### config.mk
export PLATFORM = sky130hd
export DESIGN_NAME = herald_host_master
export DESIGN_NICKNAME = d
export VERILOG_FILES = /design/src/rtl/herald_host_master.sv
export SDC_FILE = /design/constraint.sdc
export NUM_CORES = 1
export LEC_CHECK = 0
export CAP_MARGIN = 20
export CORE_MARGIN = 5
export CORE_UTILIZATION = 45
export CTS_CLUSTER_DIAMETER = 80
export DETAILED_ROUTE_END_ITERATION = 7
export GPL_TIMING_DRIVEN = 0
export PLACE_DENSITY = 0.72
export RECOVER_POWER = 25
export SYNTH_ARGS = -nofsm -noshare
export SYNTH_HDL_FRONTEND = slang
export SYNTH_SLANG_ARGS = --single-unit
### constraint.sdc
create_clock -name clk -period 3.8 [get_ports clk]
set_input_delay 1.14 -clock clk [delete_from_list [all_inputs] [get_ports clk]]
set_output_delay 1.14 -clock clk [all_outputs]
set_load 0.03 [all_outputs]
### src/rtl/herald_host_master.sv
// Host-side bus master for the Herald byte-strobe accelerator: serialises a word request into
// write strobes, polls BUSY, collects result bytes. Optional poll watchdog: HERALD_HOST_TIMEOUT_EN.
module herald_host_master #(
   parameter int unsigned STROBE_CYCLES  = 2,
   parameter int unsigned BUSY_SETTLE    = 3,
   parameter int unsigned TIMEOUT_CYCLES = 4096
) (
   input  logic        clk,
   input  logic        rst_n,
   input  logic        req_valid,
   output logic        req_ready,
   input  logic [7:0]  req_cmd,
   input  logic [31:0] req_a,
   input  logic [31:0] req_b,
   output logic        rsp_valid,
   input  logic        rsp_ready,
   output logic [63:0] rsp_data,
   output logic        rsp_err,
   output logic [7:0]  bus_data,
   output logic        bus_wr,
   output logic        bus_rd,
   input  logic [7:0]  bus_in
);

`ifdef HERALD_HOST_TIMEOUT_EN
   localparam bit TIMEOUT_EN = 1'b1;
`else
   localparam bit TIMEOUT_EN = 1'b0;
`endif

   localparam logic [15:0] STROBE_LAST  = 16'(STROBE_CYCLES - 1);
   localparam logic [15:0] SETTLE_LAST  = 16'(BUSY_SETTLE - 1);
   localparam logic [15:0] TIMEOUT_LAST = 16'(TIMEOUT_CYCLES - 1);

   typedef enum logic [2:0] {
      S_IDLE, S_WR_HI, S_WR_LO, S_SETTLE, S_POLL, S_RD_HI, S_RD_LO, S_RESP
   } state_t;

   state_t      state, state_nx;
   logic [15:0] cnt;
   logic [3:0]  idx;
   logic [7:0]  cmd_q;
   logic [31:0] a_q, b_q;
   logic        cap_pend;
   logic [3:0]  n_wr, n_rd;
   logic [3:0]  req_n_wr, req_n_rd;
   logic        req_supported;
   logic        strobe_done, last_wr, last_rd, timeout_hit, cnt_clr;

   // {write count, read count}; zero writes marks an unsupported code
   function automatic logic [7:0] cmd_shape(input logic [7:0] c);
      case (c)
         8'h10:                      return {4'd5, 4'd8};
         8'h11, 8'h12, 8'h20, 8'h21: return {4'd9, 4'd4};
         8'h22:                      return {4'd1, 4'd0};
         default:                    return 8'h00;
      endcase
   endfunction

   function automatic logic [7:0] wr_byte(input logic [3:0] i);
      case (i)
         4'd0:    return cmd_q;
         4'd1:    return a_q[7:0];
         4'd2:    return a_q[15:8];
         4'd3:    return a_q[23:16];
         4'd4:    return a_q[31:24];
         4'd5:    return b_q[7:0];
         4'd6:    return b_q[15:8];
         4'd7:    return b_q[23:16];
         4'd8:    return b_q[31:24];
         default: return 8'h00;
      endcase
   endfunction

   always_ff @(posedge clk) begin
      if (!rst_n) state <= S_IDLE;
      else        state <= state_nx;
   end

   always_comb begin
      state_nx              = state;
      {n_wr, n_rd}          = cmd_shape(cmd_q);
      {req_n_wr, req_n_rd}  = cmd_shape(req_cmd);
      req_supported         = (req_n_wr != 4'd0);
      strobe_done           = (cnt == STROBE_LAST);
      last_wr               = (idx == n_wr - 4'd1);
      last_rd               = (idx == n_rd - 4'd1);
      timeout_hit           = TIMEOUT_EN && (state == S_POLL) && bus_in[7] && (cnt == TIMEOUT_LAST);
      req_ready             = (state == S_IDLE);
      rsp_valid             = (state == S_RESP);
      bus_wr                = (state == S_WR_HI);
      bus_rd                = (state == S_RD_HI);

      case (state)
         S_IDLE:   if (req_valid) state_nx = req_supported ? S_WR_HI : S_RESP;
         S_WR_HI:  if (strobe_done) state_nx = S_WR_LO;
         S_WR_LO:  if (strobe_done) begin
                      if (!last_wr)              state_nx = S_WR_HI;
                      else if (BUSY_SETTLE == 0) state_nx = S_POLL;
                      else                       state_nx = S_SETTLE;
                   end
         S_SETTLE: if (cnt == SETTLE_LAST) state_nx = S_POLL;
         S_POLL:   begin
                      if (!bus_in[7])       state_nx = (n_rd == 4'd0) ? S_RESP : S_RD_HI;
                      else if (timeout_hit) state_nx = S_RESP;
                   end
         S_RD_HI:  if (strobe_done) state_nx = S_RD_LO;
         S_RD_LO:  if (strobe_done) state_nx = last_rd ? S_RESP : S_RD_HI;
         S_RESP:   if (rsp_ready) state_nx = S_IDLE;
         default:  state_nx = S_IDLE;
      endcase

      // phase timer restarts on every state change; the poll count only runs with the watchdog
      cnt_clr = (state_nx != state) || (state == S_IDLE) || (state == S_RESP) ||
                ((state == S_POLL) && !TIMEOUT_EN);
   end

   always_ff @(posedge clk) begin
      if (!rst_n) begin
         cnt      <= '0;
         idx      <= '0;
         cmd_q    <= '0;
         a_q      <= '0;
         b_q      <= '0;
         cap_pend <= 1'b0;
         bus_data <= '0;
         rsp_data <= '0;
         rsp_err  <= 1'b0;
      end else begin
         // device drives the byte for one cycle, two edges after the read strobe rises
         cap_pend <= (state == S_RD_HI) && (cnt == '0);
         if (cap_pend) rsp_data[{idx[2:0], 3'b000} +: 8] <= bus_in;

         if (cnt_clr) cnt <= '0;
         else         cnt <= cnt + 16'd1;

         case (state)
            S_IDLE:  if (req_valid) begin
                        cmd_q    <= req_cmd;
                        a_q      <= req_a;
                        b_q      <= req_b;
                        idx      <= '0;
                        rsp_data <= '0;
                        rsp_err  <= !req_supported;
                        bus_data <= req_supported ? req_cmd : 8'h00;
                     end
            // next byte is staged as the strobe falls, giving it the whole low phase to settle
            S_WR_HI: if (strobe_done) bus_data <= last_wr ? 8'h00 : wr_byte(idx + 4'd1);
            S_WR_LO: if (strobe_done) idx <= last_wr ? 4'd0 : idx + 4'd1;
            S_POLL:  if (timeout_hit) rsp_err <= 1'b1;
            S_RD_LO: if (strobe_done) idx <= idx + 4'd1;
            default: ;
         endcase
      end
   end

endmodule

==> Word level (Yosys, flattened, before mapping) <==
Index checks and enable logic that the tools add are counted.
Widths: inputs -> output; s select.
{ "word_totals": {"regBits": 169, "inputBits": 84, "output_inout_bits": 77, "word_cells": 102} }
{ "classes": {"add_sub_neg": 5, "n_eq_ne": 36, "shift": 2, "n_mux": 30, "bitwise": 1, "n_reduce_logical": 18} }
{ "op_table": {"columns": ["op", "count"], "rows": [
  ["$mux 64", 3],
  ["$pmux 8 s9", 1],
  ["$bwmux 64", 1],
  ["$shift 8x8->64 const A", 1],
  ["$shiftx 8x8->64", 1],
  ["$eq 8x5->1 const B", 6],
  ["$eq 8x6->1 const B", 6],
  ["$pmux 8 s3", 2],
  ["$mux 8", 4],
  ["$mux 3", 9],
  ["$pmux 3 s8", 1],
  ["$add 16x1->16 const B", 1],
  ["$eq 16x1->1 const B", 1],
  ["$eq 16x2->1 const B", 1],
  ["$eq 4x3->1 const B", 4],
  ["$logic_not 16->1", 1],
  ["$mux 4", 4],
  ["$pmux 8 s2", 1],
  ["$eq 3x3->1 const B", 4],
  ["$pmux 4 s3", 1],
  ["$eq 4x2->1 const B", 2],
  ["$eq 4x4->1", 2],
  ["$logic_not 4->1", 2],
  ["$neg 6->8", 1],
  ["other kinds (23)", 32]
]} }

==> Logic depth before layout (Yosys ltp) <==
{ "depth": {"depth_word": 13, "ltp_mapped": 11, "mapped_depth_nobuf": 10} }

==> Least setup slack after synthesis <==
No wires, ideal clock.
{ "synth_timing": {"path_type": "reg2reg", "startpoint": "register idx[0]", "endpoint": "register rsp_data[48]", "setup_time_ps": 128, "arrival_ps": 2517, "t_required_ps": 3672, "setup_slack_ps": 1156, "path_stages_with_launch": 9, "path_buffers": 2, "path_cell_list": "dfxtp_1 -> buf_2 -> inv_1 -> ha_1 -> ha_1 -> clkbuf_1 -> nor4_2 -> mux2i_1 -> nor2_1"} }
{ "synth_via": {"elab_chain_len": 6, "elab_cells_between_ends": 7, "classes_between": "1 x add/sub; 2 x shift; 4 x mux"} }
{ "synth_lines": {"columns": ["element", "line", "source"], "rows": [
  ["start, declared", "41", "logic [3:0] idx;"],
  ["start signal, assigned", "149", "S_WR_LO: if (strobe_done) idx <= last_wr ? 4'd0 : idx + 4'd1;"],
  ["start signal, assigned", "151", "S_RD_LO: if (strobe_done) idx <= idx + 4'd1;"],
  ["$neg 6->8 (*)", "132", "if (cap_pend) rsp_data[{idx[2:0], 3'b000} +: 8] <= bus_in;"],
  ["$shiftx 8x8->64 or $shift 8x8->64 (tied branches)", "132", null],
  ["$bwmux 64 (*)", "132", null],
  ["$mux 64 (*)", "132", null],
  ["$mux 64", "138", "S_IDLE: if (req_valid) begin"],
  ["$mux 64 (*)", "137", "case (state)"],
  ["end signal, assigned by index", "132", null],
  ["end, declared", "17", "output logic [63:0] rsp_data,"]
]} }
Mark *: on every way between the ends. The rest lies on a longest branch, timed or not.
A chain may end at the register's enable or synchronous reset.

==> Final worst setup path <==
{ "layout_timing": {"startpoint": "register state[0]", "endpoint": "output bus_wr"} }
{ "layout_via": {"elab_chain_len": 1} }
{ "layout_lines": {"columns": ["element", "line", "source"], "rows": [
  ["start, declared", "39", "state_t state, state_nx;"],
  ["start signal, assigned", "77", "else state <= state_nx;"],
  ["$eq 3x1->1", "91", "bus_wr = (state == S_WR_HI);"],
  ["end, declared", "20", "output logic bus_wr,"]
]} }
Every way passes these cells.

==> flow_metrics.env <==
export IMPL_run_status="finished clean"
export IMPL_tritoncts="built"
export IMPL_critPathMaxFanout=10
export IMPL_drv_slew=0
export IMPL_switching_power_uw=1850
export IMPL_ant_nets=0
export IMPL_worstHoldPathCells=2
export IMPL_initial_core_util_pct=45.7
export IMPL_critPathRequiredTime_ns=2.66
export IMPL_route_detailed_drc=0
export IMPL_critical_path_reg2reg_startpoint="idx[1]"
export IMPL_clock_latency_on_the_worst_skew_pair_ns=0.43
export IMPL_vdd_drop_max_v=0.000457
export IMPL_maxClockFrequency_mhz=281
export IMPL_timing_setup_tns_ns=0
export IMPL_startpoint="state[0]"
export IMPL_timing_critical_path_slowest_cell_delay_ns=0.69
export IMPL_arrival_ns=2.42
export IMPL_syn_nets=998
export IMPL_timing_slew_headroom_pct=37.4
export IMPL_clk_pin_slew_ns=0.07
export IMPL_endpoint_kind="output port"
export IMPL_worst_hold_slack_ns=0.451
export IMPL_placement_cell_area_um2=9330
export IMPL_async_sr_flop_fraction_pct=0
export IMPL_seqPwrFrac_pct=40.4
export IMPL_timing_final_ws_setup_ns=0.236
export IMPL_power_report_internal_total_uw=3390
export IMPL_clock_group_share_of_total_power_pct=33.7
export IMPL_hold_viol_final=0
export IMPL_critPathSlowestCell="sky130_fd_sc_hd__clkdlybuf4s50_1"
export IMPL_postSynthRegisterBits=169
export IMPL_die_width_um=139
export IMPL_max_cap_violations=0
export IMPL_cts_root_buffer="sky130_fd_sc_hd__clkbuf_16"
export IMPL_place_congestion=0.890
export IMPL_number_of_antenna_violations_at_the_first_check_in_global_routing=0
export IMPL_holdCritStartpoint="bus_data[2]"
export IMPL_final_min_clock_period_ns=3.56
export IMPL_numCtsBuffers=17
export IMPL_htreeDepth=4
export IMPL_worstMarginPinSlew_ns=0.934
export IMPL_postSynth_topFlopCell="sky130_fd_sc_hd__dfxtp_1"
export IMPL_n_antenna_cell=0
export IMPL_first_pass_grt_wire_length_um=35500
export IMPL_num_io_pins=161
export IMPL_netSwitchingFraction_pct=35.3
export IMPL_ctsLongestPathBuffers=2
export IMPL_synthesis_area_per_instance_um2=8.36
export IMPL_syn2layout_area_growth_pct=31.7
export IMPL_count_of_clock_tree_sinks=169
export IMPL_finClkSkew_ns=0.0102
export IMPL_worst_r2r_path_depth=10
export IMPL_timing_critical_path_cells="buf_2 > inv_2 > or3_1 > clkbuf_1 > inv_1 > clkdlybuf4s50_1"
export IMPL_dpl_worst_slack_ns=0.404
export IMPL_hold_class="reg2reg"
export IMPL_route_detailed_vias_per_inst=5.41
export IMPL_dpl_hpwl_um=16100
export IMPL_final_net_count=1169
export IMPL_grt_max_degree=19
export IMPL_placeableCoreArea_um2=16500
export IMPL_via_total_after_detailed_routing=7064
export IMPL_cts_post_setup_buffers_inserted=0
export IMPL_synth_edff_count=0
export IMPL_drt_iter0_markers=695
export IMPL_pwr_share_comb_pct=25.9
export IMPL_path_class="reg2out"
export IMPL_layout_worst_path_cycle_share_pct=93.8
export IMPL_layout_cell_area_non_filler_um2=9930
export IMPL_gr_total_overflow=0
export IMPL_synth_cell_types=65
export IMPL_power_leakage_uw=0.00381
export IMPL_seq_area_frac_synth_pct=44.8
export IMPL_holdBufCountCts=0
export IMPL_start_kind="flip-flop"
export IMPL_die_area_um2=19500
export IMPL_drive_gt1_share_pct=4.60
export IMPL_post_cts_resize_count=0
export IMPL_finalCoreUtilization_pct=60.1
export IMPL_die_height_um=139
export IMPL_finalSetupViolations=0
export IMPL_hold_path_end="bus_data[2]"
export IMPL_first_global_vias=6810
export IMPL_total_wire_length_after_detailed_routing_um=22000
export IMPL_pwr_density_cell_nw_per_um2=528
export IMPL_num_rows=47
export IMPL_synthesis_area_um2=7540
export IMPL_dr_pass1_iters=6
export IMPL_grt_usage_pct=22.4
export IMPL_r2r_slack_ns=0.74
export IMPL_rsz0062_at_grt="false"
export IMPL_ys_warn_count=0
export IMPL_routed_wire_length_per_instance_um=16.8
export IMPL_critical_path_reg2reg_endpoint="bus_data[3]"
export IMPL_syn_instance_count=902
export IMPL_port_buffers=151
==> placed cells by master (no fill, tap or decap), types with 10 or more instances in the layout <==
| cell type | netlist | layout |
|---|---|---|
| sky130_fd_sc_hd__buf_1 | 10 | 10 |
| sky130_fd_sc_hd__xor2_1 | 10 | 10 |
| sky130_fd_sc_hd__ha_1 | 12 | 12 |
| sky130_fd_sc_hd__clkdlybuf4s50_1 | 0 | 113 |
| sky130_fd_sc_hd__nand3_1 | 15 | 15 |
| sky130_fd_sc_hd__nand2_1 | 178 | 178 |
| sky130_fd_sc_hd__mux2i_1 | 73 | 73 |
| sky130_fd_sc_hd__xnor2_1 | 10 | 10 |
| sky130_fd_sc_hd__nor2_1 | 112 | 112 |
| sky130_fd_sc_hd__clkbuf_16 | 0 | 17 |
| sky130_fd_sc_hd__clkbuf_1 | 55 | 55 |
| sky130_fd_sc_hd__a21oi_1 | 87 | 87 |
| sky130_fd_sc_hd__dlygate4sd3_1 | 0 | 38 |
| sky130_fd_sc_hd__dfxtp_1 | 169 | 169 |
| sky130_fd_sc_hd__o21ai_0 | 11 | 11 |
| sky130_fd_sc_hd__inv_1 | 12 | 12 |
==> kinds of logic (layout without fill, tap and decap cells) <==
logic type	after synthesis	in the layout	synth area share (%)
XOR/XNOR	20	20	2.32
AO/OA/AOI/OAI	183	183	16.1
multiplexers	74	74	9.84
adder cells (fa/ha/maj)	12	12	1.99
AND/OR/NAND/NOR	360	360	20.6
buffers and inverters	84	268	4.30
flip-flops	169	169	44.8
==> critical path: cells and delay by family (launching register included) <==
family	cells	cell delay (ns)
simple gates	1	0.34
buf+inv	5	1.34
flops	1	0.31
==> cell usage after synthesis, types with 8 or more instances <==
| cell | count | area (um2) |
|---|---|---|
| sky130_fd_sc_hd__nor2_1 | 112 | 420 |
| sky130_fd_sc_hd__nand3_1 | 15 | 75.1 |
| sky130_fd_sc_hd__o21ai_0 | 11 | 55.1 |
| sky130_fd_sc_hd__clkbuf_1 | 55 | 206 |
| sky130_fd_sc_hd__o22ai_1 | 8 | 50.1 |
| sky130_fd_sc_hd__mux2i_1 | 73 | 731 |
| sky130_fd_sc_hd__buf_1 | 10 | 37.5 |
| sky130_fd_sc_hd__a221oi_1 | 8 | 70.1 |
| sky130_fd_sc_hd__nand4_1 | 9 | 56.3 |
| sky130_fd_sc_hd__and3_1 | 8 | 50.1 |
| sky130_fd_sc_hd__dfxtp_1 | 169 | 3380 |
| sky130_fd_sc_hd__inv_1 | 12 | 45.0 |
| sky130_fd_sc_hd__a21oi_1 | 87 | 435 |
| sky130_fd_sc_hd__ha_1 | 12 | 150 |
| sky130_fd_sc_hd__a22oi_1 | 9 | 67.6 |
| sky130_fd_sc_hd__xor2_1 | 10 | 87.6 |
| sky130_fd_sc_hd__xnor2_1 | 10 | 87.6 |
| sky130_fd_sc_hd__nand2_1 | 178 | 668 |
==> per-stage QoR <==
stage,total power (uW),instances
2_1_floorplan,3020,902
4_1_cts,5250,1305
3_3_place_gp,3480,1273
6_report,5240,1306
5_1_grt,5500,1306
3_5_place_dp,3490,1273
==> per-layer routing <==
| layer | routed length, um | vias to the layer above | track usage (%) |
|---|---|---|---|
| li1 | - | 3465 | - |
| met1 | 10100 | 3321 | 30.3 |
| met2 | 9860 | 235 | 34.7 |
| met3 | 1480 | 43 | 6.04 |
| met4 | 563 | 0 | 7.83 |
| met5 | 0 | - | 0 |
==> worst max-delay path by stage <==
stage / to / slack (ns)
after detailed placement: rsp_data[43] / 0.40
after global placement: b_q[1] / 0.40
after CTS: bus_wr / 0.24
after global routing: bus_wr / 0.13
after floorplan: rsp_data[48] / 1.16
final: bus_wr / 0.24
==> registers in the layout (all words and copies together) (netlist names) <==
signal / flops
a_q: 32
b_q: 32
bus_data: 8
cap_pend: 1
cmd_q: 8
cnt: 16
idx: 4
rsp_data: 64
rsp_err: 1
state: 3
==> power groups by stage <==
stage | combinational [uW] | sequential (uW) | clock (uW)
after global placement | 1330 | 2150 | 0
after floorplan | 901 | 2120 | 0
final | 1360 | 2120 | 1770
after CTS | 1350 | 2110 | 1790
after global routing | 1500 | 2140 | 1860
after detailed placement | 1340 | 2150 | 0
==> cell type report <==
type | instances | area, um2
repair buffers | 152 | 1520
plain buffers | 70 | 272
multi-input cells | 649 | 3820
clock buffers | 17 | 425
fillers | 1480 | 6590
clock inverters | 15 | 180
flip-flops and latches | 169 | 3380
well taps | 220 | 275
inverters | 14 | 52.6
Power figures use the tool's default switching activity.
